$ cat config.mk
export PLATFORM = sky130hd
export DESIGN_NAME = video_timing_gen_flat
export DESIGN_NICKNAME = d
export VERILOG_FILES = /design/src/rtl/video_timing_pkg.sv /design/src/rtl/video_timing_gen_if.sv /design/src/rtl/video_raster_cnt.sv /design/src/rtl/video_timing_gen.sv /design/src/flat_wrapper.sv
export SDC_FILE = /design/constraint.sdc
export NUM_CORES = 1
export LEC_CHECK = 0
export CAP_MARGIN = 15
export CORE_ASPECT_RATIO = 1.5
export CORE_MARGIN = 3
export CORE_UTILIZATION = 53
export DETAILED_ROUTE_END_ITERATION = 12
export PLACE_DENSITY = 0.92
export SLEW_MARGIN = 30
export SYNTH_ARGS = -nofsm -noshare
export SYNTH_HDL_FRONTEND = slang
export SYNTH_SLANG_ARGS = --single-unit
$ cat constraint.sdc
create_clock -name pixel_clk -period 4.5 [get_ports pixel_clk]
set_input_delay 0.45 -clock pixel_clk [delete_from_list [all_inputs] [get_ports pixel_clk]]
set_output_delay 0.45 -clock pixel_clk [all_outputs]
set_load 0.01 [all_outputs]
$ cat src/rtl/video_timing_pkg.sv
// Shared types for the video timing generator: pixel source modes,
// FSM state codes and the colour-bar lookup.
package video_timing_pkg;

  typedef enum logic [1:0] {
    M_STREAM = 2'd0,
    M_BARS   = 2'd1,
    M_SOLID  = 2'd2,
    M_BLACK  = 2'd3
  } mode_e;

  localparam logic [1:0] ST_IDLE  = 2'd0;
  localparam logic [1:0] ST_RUN   = 2'd1;
  localparam logic [1:0] ST_DRAIN = 2'd2;

  // {r,g,b} component enables; the caller widens each bit to a full component
  function automatic logic [2:0] bar_rgb(
    input logic [2:0] idx
  );
    logic [2:0] c;
    case (idx)
      3'd0: c = 3'b111;
      3'd1: c = 3'b110;
      3'd2: c = 3'b011;
      3'd3: c = 3'b010;
      3'd4: c = 3'b101;
      3'd5: c = 3'b100;
      3'd6: c = 3'b001;
      default: c = 3'b000;
    endcase
    return c;
  endfunction

endpackage

$ cat src/rtl/video_timing_gen_if.sv
// Valid/ready pixel stream feeding the timing generator.
// master = pixel source, slave = timing generator.
interface video_timing_gen_if #(
  parameter int DATA_WIDTH = 24
);
  logic                  px_valid;
  logic [DATA_WIDTH-1:0] px_data;
  logic                  px_ready;

  modport master (
    output px_valid,
    output px_data,
    input  px_ready
  );

  modport slave (
    input  px_valid,
    input  px_data,
    output px_ready
  );
endinterface

$ cat src/rtl/video_raster_cnt.sv
// Horizontal/vertical raster counters with region decode.
// Line and frame order: front porch, sync, back porch, active.
module video_raster_cnt #(
  parameter int HDISP  = 800,
  parameter int VDISP  = 480,
  parameter int HFP    = 40,
  parameter int HPULSE = 48,
  parameter int HBP    = 40,
  parameter int VFP    = 13,
  parameter int VPULSE = 3,
  parameter int VBP    = 29
) (
  input  logic clk,
  input  logic rst_n,
  input  logic run,
  input  logic clear,
  output logic h_active,
  output logic v_active,
  output logic h_first,
  output logic hsync,
  output logic vsync,
  output logic frame_start,
  output logic frame_last
);

  localparam int HTOTAL = HFP + HPULSE + HBP + HDISP;
  localparam int VTOTAL = VFP + VPULSE + VBP + VDISP;
  localparam int HW = $clog2(HTOTAL);
  localparam int VW = $clog2(VTOTAL);

  localparam logic [HW-1:0] H_LAST = HW'(HTOTAL - 1);
  localparam logic [HW-1:0] H_SY0  = HW'(HFP);
  localparam logic [HW-1:0] H_SY1  = HW'(HFP + HPULSE);
  localparam logic [HW-1:0] H_ACT  = HW'(HFP + HPULSE + HBP);
  localparam logic [VW-1:0] V_LAST = VW'(VTOTAL - 1);
  localparam logic [VW-1:0] V_SY0  = VW'(VFP);
  localparam logic [VW-1:0] V_SY1  = VW'(VFP + VPULSE);
  localparam logic [VW-1:0] V_ACT  = VW'(VFP + VPULSE + VBP);

  logic [HW-1:0] h_cnt;
  logic [VW-1:0] v_cnt;
  logic          h_wrap;
  logic          v_wrap;

  assign h_wrap = (h_cnt == H_LAST);
  assign v_wrap = (v_cnt == V_LAST);

  always_ff @(posedge clk or negedge rst_n) begin
    if (!rst_n) begin
      h_cnt <= '0;
      v_cnt <= '0;
    end else if (clear) begin
      h_cnt <= '0;
      v_cnt <= '0;
    end else if (run) begin
      h_cnt <= h_wrap ? '0 : h_cnt + HW'(1);
      if (h_wrap)
        v_cnt <= v_wrap ? '0 : v_cnt + VW'(1);
    end
  end

  assign h_active    = (h_cnt >= H_ACT);
  assign v_active    = (v_cnt >= V_ACT);
  assign h_first     = (h_cnt == H_ACT);
  assign hsync       = (h_cnt >= H_SY0) && (h_cnt < H_SY1);
  // v_cnt only moves on the h wrap, so vsync edges land on h_cnt=0
  assign vsync       = (v_cnt >= V_SY0) && (v_cnt < V_SY1);
  assign frame_start = (h_cnt == '0) && (v_cnt == '0);
  assign frame_last  = h_wrap && v_wrap;

endmodule

$ cat src/rtl/video_timing_gen.sv
// Video timing generator and pixel-stream sink: FSM, pixel source mux,
// registered video outputs and underflow status.
module video_timing_gen
  import video_timing_pkg::*;
#(
  parameter int   HDISP      = 800,
  parameter int   VDISP      = 480,
  parameter int   HFP        = 40,
  parameter int   HPULSE     = 48,
  parameter int   HBP        = 40,
  parameter int   VFP        = 13,
  parameter int   VPULSE     = 3,
  parameter int   VBP        = 29,
  parameter logic HS_POL     = 1'b0,
  parameter logic VS_POL     = 1'b0,
  parameter int   DATA_WIDTH = 24
) (
  input  logic                  pixel_clk,
  input  logic                  pixel_rst_n,
  input  logic                  enable,
  input  logic [1:0]            mode,
  input  logic [DATA_WIDTH-1:0] solid_rgb,
  video_timing_gen_if.slave     px,
  output logic                  HS,
  output logic                  VS,
  output logic                  BLANK,
  output logic [DATA_WIDTH-1:0] RGB,
  output logic                  sof,
  output logic                  underflow,
  output logic [15:0]           underflow_cnt,
  input  logic                  clr_status,
  output logic                  running
);

  localparam int CW = DATA_WIDTH / 3;
  localparam int BW = HDISP / 8;
  localparam int PW = (BW > 1) ? $clog2(BW) : 1;
  localparam logic [PW-1:0] B_LAST = PW'(BW - 1);

  logic [1:0] state;
  logic [1:0] state_d;
  mode_e      mode_q;

  logic h_active;
  logic v_active;
  logic h_first;
  logic hsync;
  logic vsync;
  logic frame_start;
  logic frame_last;

  logic run_st;
  logic act;
  logic uf_cyc;
  logic [DATA_WIDTH-1:0] pix_d;

  logic [2:0]    bar_idx;
  logic [PW-1:0] bar_pix;
  logic [2:0]    idx_cur;
  logic [PW-1:0] pix_cur;
  logic [2:0]    bar_c;
  logic [DATA_WIDTH-1:0] bar_px;

  assign run_st  = (state != ST_IDLE);
  assign running = run_st;

  video_raster_cnt #(
    .HDISP  (HDISP),
    .VDISP  (VDISP),
    .HFP    (HFP),
    .HPULSE (HPULSE),
    .HBP    (HBP),
    .VFP    (VFP),
    .VPULSE (VPULSE),
    .VBP    (VBP)
  ) u_raster (
    .clk         (pixel_clk),
    .rst_n       (pixel_rst_n),
    .run         (run_st),
    .clear       (!run_st),
    .h_active    (h_active),
    .v_active    (v_active),
    .h_first     (h_first),
    .hsync       (hsync),
    .vsync       (vsync),
    .frame_start (frame_start),
    .frame_last  (frame_last)
  );

  always_comb begin
    state_d = state;
    unique case (1'b1)
      state == ST_IDLE: begin
        if (enable &&
            (mode_e'(mode) != M_STREAM || px.px_valid))
          state_d = ST_RUN;
      end
      state == ST_RUN: begin
        if (!enable)
          state_d = ST_DRAIN;
      end
      // re-enable wins over the end-of-frame stop
      state == ST_DRAIN: begin
        if (enable)
          state_d = ST_RUN;
        else if (frame_last)
          state_d = ST_IDLE;
      end
      default: state_d = ST_IDLE;
    endcase
  end

  always_ff @(posedge pixel_clk or negedge pixel_rst_n) begin
    if (!pixel_rst_n) begin
      state  <= ST_IDLE;
      mode_q <= M_STREAM;
    end else begin
      state <= state_d;
      if (run_st && frame_start)
        mode_q <= mode_e'(mode);
    end
  end

  assign act         = run_st && h_active && v_active;
  assign px.px_ready = act && (mode_q == M_STREAM);

  // bar position restarts on the first active pixel of every line
  assign idx_cur = h_first ? 3'd0 : bar_idx;
  assign pix_cur = h_first ? '0 : bar_pix;
  assign bar_c   = bar_rgb(idx_cur);
  assign bar_px  = {{CW{bar_c[2]}}, {CW{bar_c[1]}}, {CW{bar_c[0]}}};

  always_ff @(posedge pixel_clk or negedge pixel_rst_n) begin
    if (!pixel_rst_n) begin
      bar_idx <= '0;
      bar_pix <= '0;
    end else if (pix_cur == B_LAST) begin
      bar_idx <= idx_cur + 3'd1;
      bar_pix <= '0;
    end else begin
      bar_idx <= idx_cur;
      bar_pix <= pix_cur + PW'(1);
    end
  end

  always_comb begin
    pix_d  = '0;
    uf_cyc = 1'b0;
    if (act) begin
      unique case (mode_q)
        M_STREAM: begin
          if (px.px_valid)
            pix_d = px.px_data;
          else
            uf_cyc = 1'b1;
        end
        M_BARS:  pix_d = bar_px;
        M_SOLID: pix_d = solid_rgb;
        M_BLACK: pix_d = '0;
      endcase
    end
  end

  always_ff @(posedge pixel_clk or negedge pixel_rst_n) begin
    if (!pixel_rst_n) begin
      HS    <= ~HS_POL;
      VS    <= ~VS_POL;
      BLANK <= 1'b0;
      RGB   <= '0;
      sof   <= 1'b0;
    end else begin
      HS    <= (run_st && hsync) ? HS_POL : ~HS_POL;
      VS    <= (run_st && vsync) ? VS_POL : ~VS_POL;
      BLANK <= act;
      RGB   <= pix_d;
      sof   <= run_st && frame_start;
    end
  end

  always_ff @(posedge pixel_clk or negedge pixel_rst_n) begin
    if (!pixel_rst_n) begin
      underflow     <= 1'b0;
      underflow_cnt <= '0;
    end else if (clr_status) begin
      underflow     <= uf_cyc;
      underflow_cnt <= uf_cyc ? 16'd1 : 16'd0;
    end else if (uf_cyc) begin
      underflow <= 1'b1;
      if (underflow_cnt != 16'hFFFF)
        underflow_cnt <= underflow_cnt + 16'd1;
    end
  end

endmodule

$ cat src/flat_wrapper.sv
// flat-port wrapper written by rule: the top's interface ports become plain ports
module video_timing_gen_flat import video_timing_pkg::*;
#(
  parameter int   HDISP      = 800,
  parameter int   VDISP      = 480,
  parameter int   HFP        = 40,
  parameter int   HPULSE     = 48,
  parameter int   HBP        = 40,
  parameter int   VFP        = 13,
  parameter int   VPULSE     = 3,
  parameter int   VBP        = 29,
  parameter logic HS_POL     = 1'b0,
  parameter logic VS_POL     = 1'b0,
  parameter int   DATA_WIDTH = 24
)
  (pixel_clk, pixel_rst_n, enable, mode, solid_rgb, HS, VS, BLANK, RGB, sof, underflow, underflow_cnt, clr_status, running, px_px_valid, px_px_data, px_px_ready);
  video_timing_gen_if #(.DATA_WIDTH(DATA_WIDTH)) px_i ();
  input  logic pixel_clk;
  input  logic pixel_rst_n;
  input  logic enable;
  input  logic [1:0] mode;
  input  logic [DATA_WIDTH-1:0] solid_rgb;
  output logic HS;
  output logic VS;
  output logic BLANK;
  output logic [DATA_WIDTH-1:0] RGB;
  output logic sof;
  output logic underflow;
  output logic [15:0] underflow_cnt;
  input  logic clr_status;
  output logic running;
  input wire logic [$bits(px_i.px_valid)-1:0] px_px_valid;
  input wire logic [$bits(px_i.px_data)-1:0] px_px_data;
  output wire logic [$bits(px_i.px_ready)-1:0] px_px_ready;
  assign px_i.px_valid = px_px_valid;
  assign px_i.px_data = px_px_data;
  assign px_px_ready = px_i.px_ready;
  video_timing_gen #(.HDISP(HDISP), .VDISP(VDISP), .HFP(HFP), .HPULSE(HPULSE), .HBP(HBP), .VFP(VFP), .VPULSE(VPULSE), .VBP(VBP), .HS_POL(HS_POL), .VS_POL(VS_POL), .DATA_WIDTH(DATA_WIDTH)) u_core (.pixel_clk(pixel_clk), .pixel_rst_n(pixel_rst_n), .enable(enable), .mode(mode), .solid_rgb(solid_rgb), .px(px_i), .HS(HS), .VS(VS), .BLANK(BLANK), .RGB(RGB), .sof(sof), .underflow(underflow), .underflow_cnt(underflow_cnt), .clr_status(clr_status), .running(running));
endmodule
==> results.md <==
* Status: complete, no violations
* Worst path required time at 4.05 ns
* Fin crit share at 80.0%
* Max_slew headroom at 41.1%
* #FFs+latches synth at 79
* Top cells by area, synth: dfrtp_1 49%, a21oi_1 5.2%, nor2_1 5.1%, xnor2_1 3.3%, a22oi_1 3.2%
* Total Power at between 1.5 and 2 mW
* RSZ-0062 raised after global routing: no
* Final worst path period need at 3.60 ns
* Num ports at 102
* Startpoint Class: flip-flop
* Post-synth ARST share at 100%
* Leakage at roughly 2.2 nW
* CTS root buf: clkbuf_8
* First-pass DRT Iterations at 5
* Worst Path Buf+Inv at 2
* Worst-Skew Late Latency at 0.36 ns
* CTS tree: built
* CP top delay family: simple AND/OR/NAND/NOR gates
* Hold-fix buffers, CTS at 0
* Final Max Tran Viols at 0
* R2R cell count at 7
* Core area at about 7200 um^2
* Post-Synthesis Cells at 402
* DP HPWL at a little over 7000 um
* ANT cells at 0
* Largest area contributor in the netlist: dfrtp_1
* Top-count cell post-synth: dfrtp_1
* Crit end category: primary output
* Fillers at 525
* Vias in the first global route at 3560
* Netlist cell types at 50
* Syn_area_per_cell at 9.84 um^2
* Netlist Area Pre-Place at 3960 um^2
* Rows at 38
* Post-route ant nets at 0
* CTS resizes at 0
* IO buf count at 101
* Starting Density at ~55%
* First-pass GRT wire length at 16800 um
* Yosys top cell area share at 48.7%
* Post-synth EDFFs at 0
* Total CTS buffers at 9
* Via count at 3493
* Synth Flop Type: dfrtp_1
* Die X-Extent at 76.5 um
* Setup TNS at 0 ns
* Hold crit path type: in -> async
* WS Path Type: reg -> out
* Clk buf depth at 2
* Worst Path Arrival at between 3 and 4 ns
* Synthesis Warnings at 0
* Setup bufs post-CTS at 0
* Syn Nets at 464
* Pwr Density at 320 nW/um^2
* Level count of the clock H-tree at 3
* Fmax at 0.278 GHz
* Routed len/inst at 16.9 um
* Reg clk slew, reported paths at 0.07 ns
* Seq/Total Area, Yosys at between 50% and 60%
* Endpoints failing setup at 0
* Tot GR Track Use at 24.5%
* Largest net degree at the start of global routing at 80
* Most frequent cells after synthesis: 77 x dfrtp_1, 54 x nor2_1, 41 x a21oi_1
* Setup Skew at 0.00953 ns
* Clk sinks at 79
* # DRC at 0
* Initial DRC Count at 292
* Vias per std cell at about 5.8
* Actual slew at the worst max-slew pin at 0.876 ns
* Die area at approximately 8600 um^2
* Max_cap viols at 0
* Routability cong. at 0.900
* Total Wirelength at around 10000 um
* Crit-path slowest cell: or3_1
* WP depth at 7
* Remaining global-route overflow at 0
* Synth-to-layout area growth at 32.3%
* CP peak stage delay at 0.66 ns
* Fin. Hold Viols at 0
* Die H at 112 um
* Max FO, Critical Path at 20
* Initial antenna violation count at 0
* Maximum vdd ir drop at 384 uV
* Critical path, cell by cell: inv_1 > ha_1 > nor2b_1 > o311a_1 > or3_1 > nor3_1 > clkdlybuf4s50_1
* Layout cells sized above 1 at between 6 and 7%
* Final net count at between 500 and 600
-- layout by cell type (no fill, tap or decap), types with 2 or more instances in the layout --
master,count
o31ai_1,4
xnor2_1,15
nor2_1,54
nor2b_1,5
xor2_1,14
nand3b_1,3
nand4_1,9
or3_1,3
nand2_2,2
a21o_1,3
nand4bb_1,2
bufinv_16,2
ha_1,7
or4b_1,2
mux2i_1,2
nand2_1,24
a22oi_1,17
nor4b_1,4
clkbuf_8,9
or3_4,2
and4_1,2
and2_1,4
and3_1,4
clkdlybuf4s50_1,100
buf_4,2
nor4_1,7
inv_1,12
nand3_1,15
nor3_1,9
dfstp_2,2
dfrtp_1,77
mux2_2,4
or4_1,7
nand2b_1,5
o41ai_1,2
o21ai_0,8
a21oi_1,41
-- logic make-up after synthesis --
kind of cell / count (synthesis) / synth area share, %
mux: 6 / 1.64
buf+inv: 30 / 3.19
fa+ha+maj: 7 / 2.21
flops: 79 / 50.0
simple gates: 168 / 23.1
compound gates: 83 / 13.4
xor+xnor: 29 / 6.42
-- state kept, by name (all words and copies together) (netlist names) --
signal / flops
u_core.BLANK: 1
u_core.HS: 1
u_core.RGB: 24
u_core.VS: 1
u_core.bar_idx: 3
u_core.bar_pix: 7
u_core.mode_q: 2
u_core.sof: 1
u_core.state: 2
u_core.u_raster.h_cnt: 10
u_core.u_raster.v_cnt: 10
u_core.underflow: 1
u_core.underflow_cnt: 16
-- worst paths after layout --
path / from / to / slack (ns)
setup / recovery: u_core.u_raster.v_cnt[0] / px_px_ready / 0.90
hold / removal: pixel_rst_n / u_core.RGB[18] / 0.09
setup reg to reg: u_core.u_raster.v_cnt[0] / u_core.RGB[18] / 1.96
hold reg to reg: u_core.bar_pix[0] / u_core.bar_pix[0] / 0.49
max in group asynchronous: pixel_rst_n / u_core.underflow_cnt[14] / 3.91
min in group pixel_clk: u_core.bar_pix[0] / u_core.bar_pix[0] / 0.49
-- through the flow --
stage                     hold slack [ns]  std cells  setup slack [ns]  util, %  instance area [um^2]
after global routing                0.158        601             0.733     72.4                  5230
final                              0.0930        601             0.898     72.4                  5230
after detailed placement            0.488        587              1.29     69.5                  5020
after global placement              0.474        587              1.37     69.5                  5020
after floorplan                     0.154        402              2.10        -                  3960
after CTS                           0.272        601             0.899     72.3                  5220
-- worst register-to-register path, delay by kind of cell (launching register included) --
| family | cells | cell delay, ns |
|---|---|---|
| buf+inv | 1 | 0.09 |
| compound gates | 2 | 0.76 |
| simple gates | 3 | 0.97 |
| flops | 1 | 0.42 |
| fa+ha+maj | 1 | 0.22 |
-- routing by layer --
layer	track usage [%]	vias up	share of wire [%]
li1	-	1618	-
met1	28.6	1734	38
met2	42.5	109	55
met3	3.48	32	3.4
met4	14.8	0	3.6
met5	0	-	0
-- final cells by class --
class / count / area (um^2) / area share (%)
repair buffers: 103 / 1030 / 19.6
clock buffers: 10 / 128 / 2.44
clock inverters: 4 / 72.6 / 1.39
well taps: 100 / 125 / 2.39
flip-flops and latches: 79 / 1980 / 37.8
inverters: 12 / 45.0 / 0.861
multi-input cells: 293 / 1860 / 35.5
-- where the power goes --
group | total (mW) | switching (mW) | leakage (nW) | internal [mW]
Clock | 0.554 | 0.248 | 0.0982 | 0.305
Combinational | 0.343 | 0.189 | 0.988 | 0.154
Sequential | 0.780 | 0.0518 | 1.07 | 0.728
Total | 1.68 | 0.489 | 2.16 | 1.19
Power figures use the tool's default switching activity.
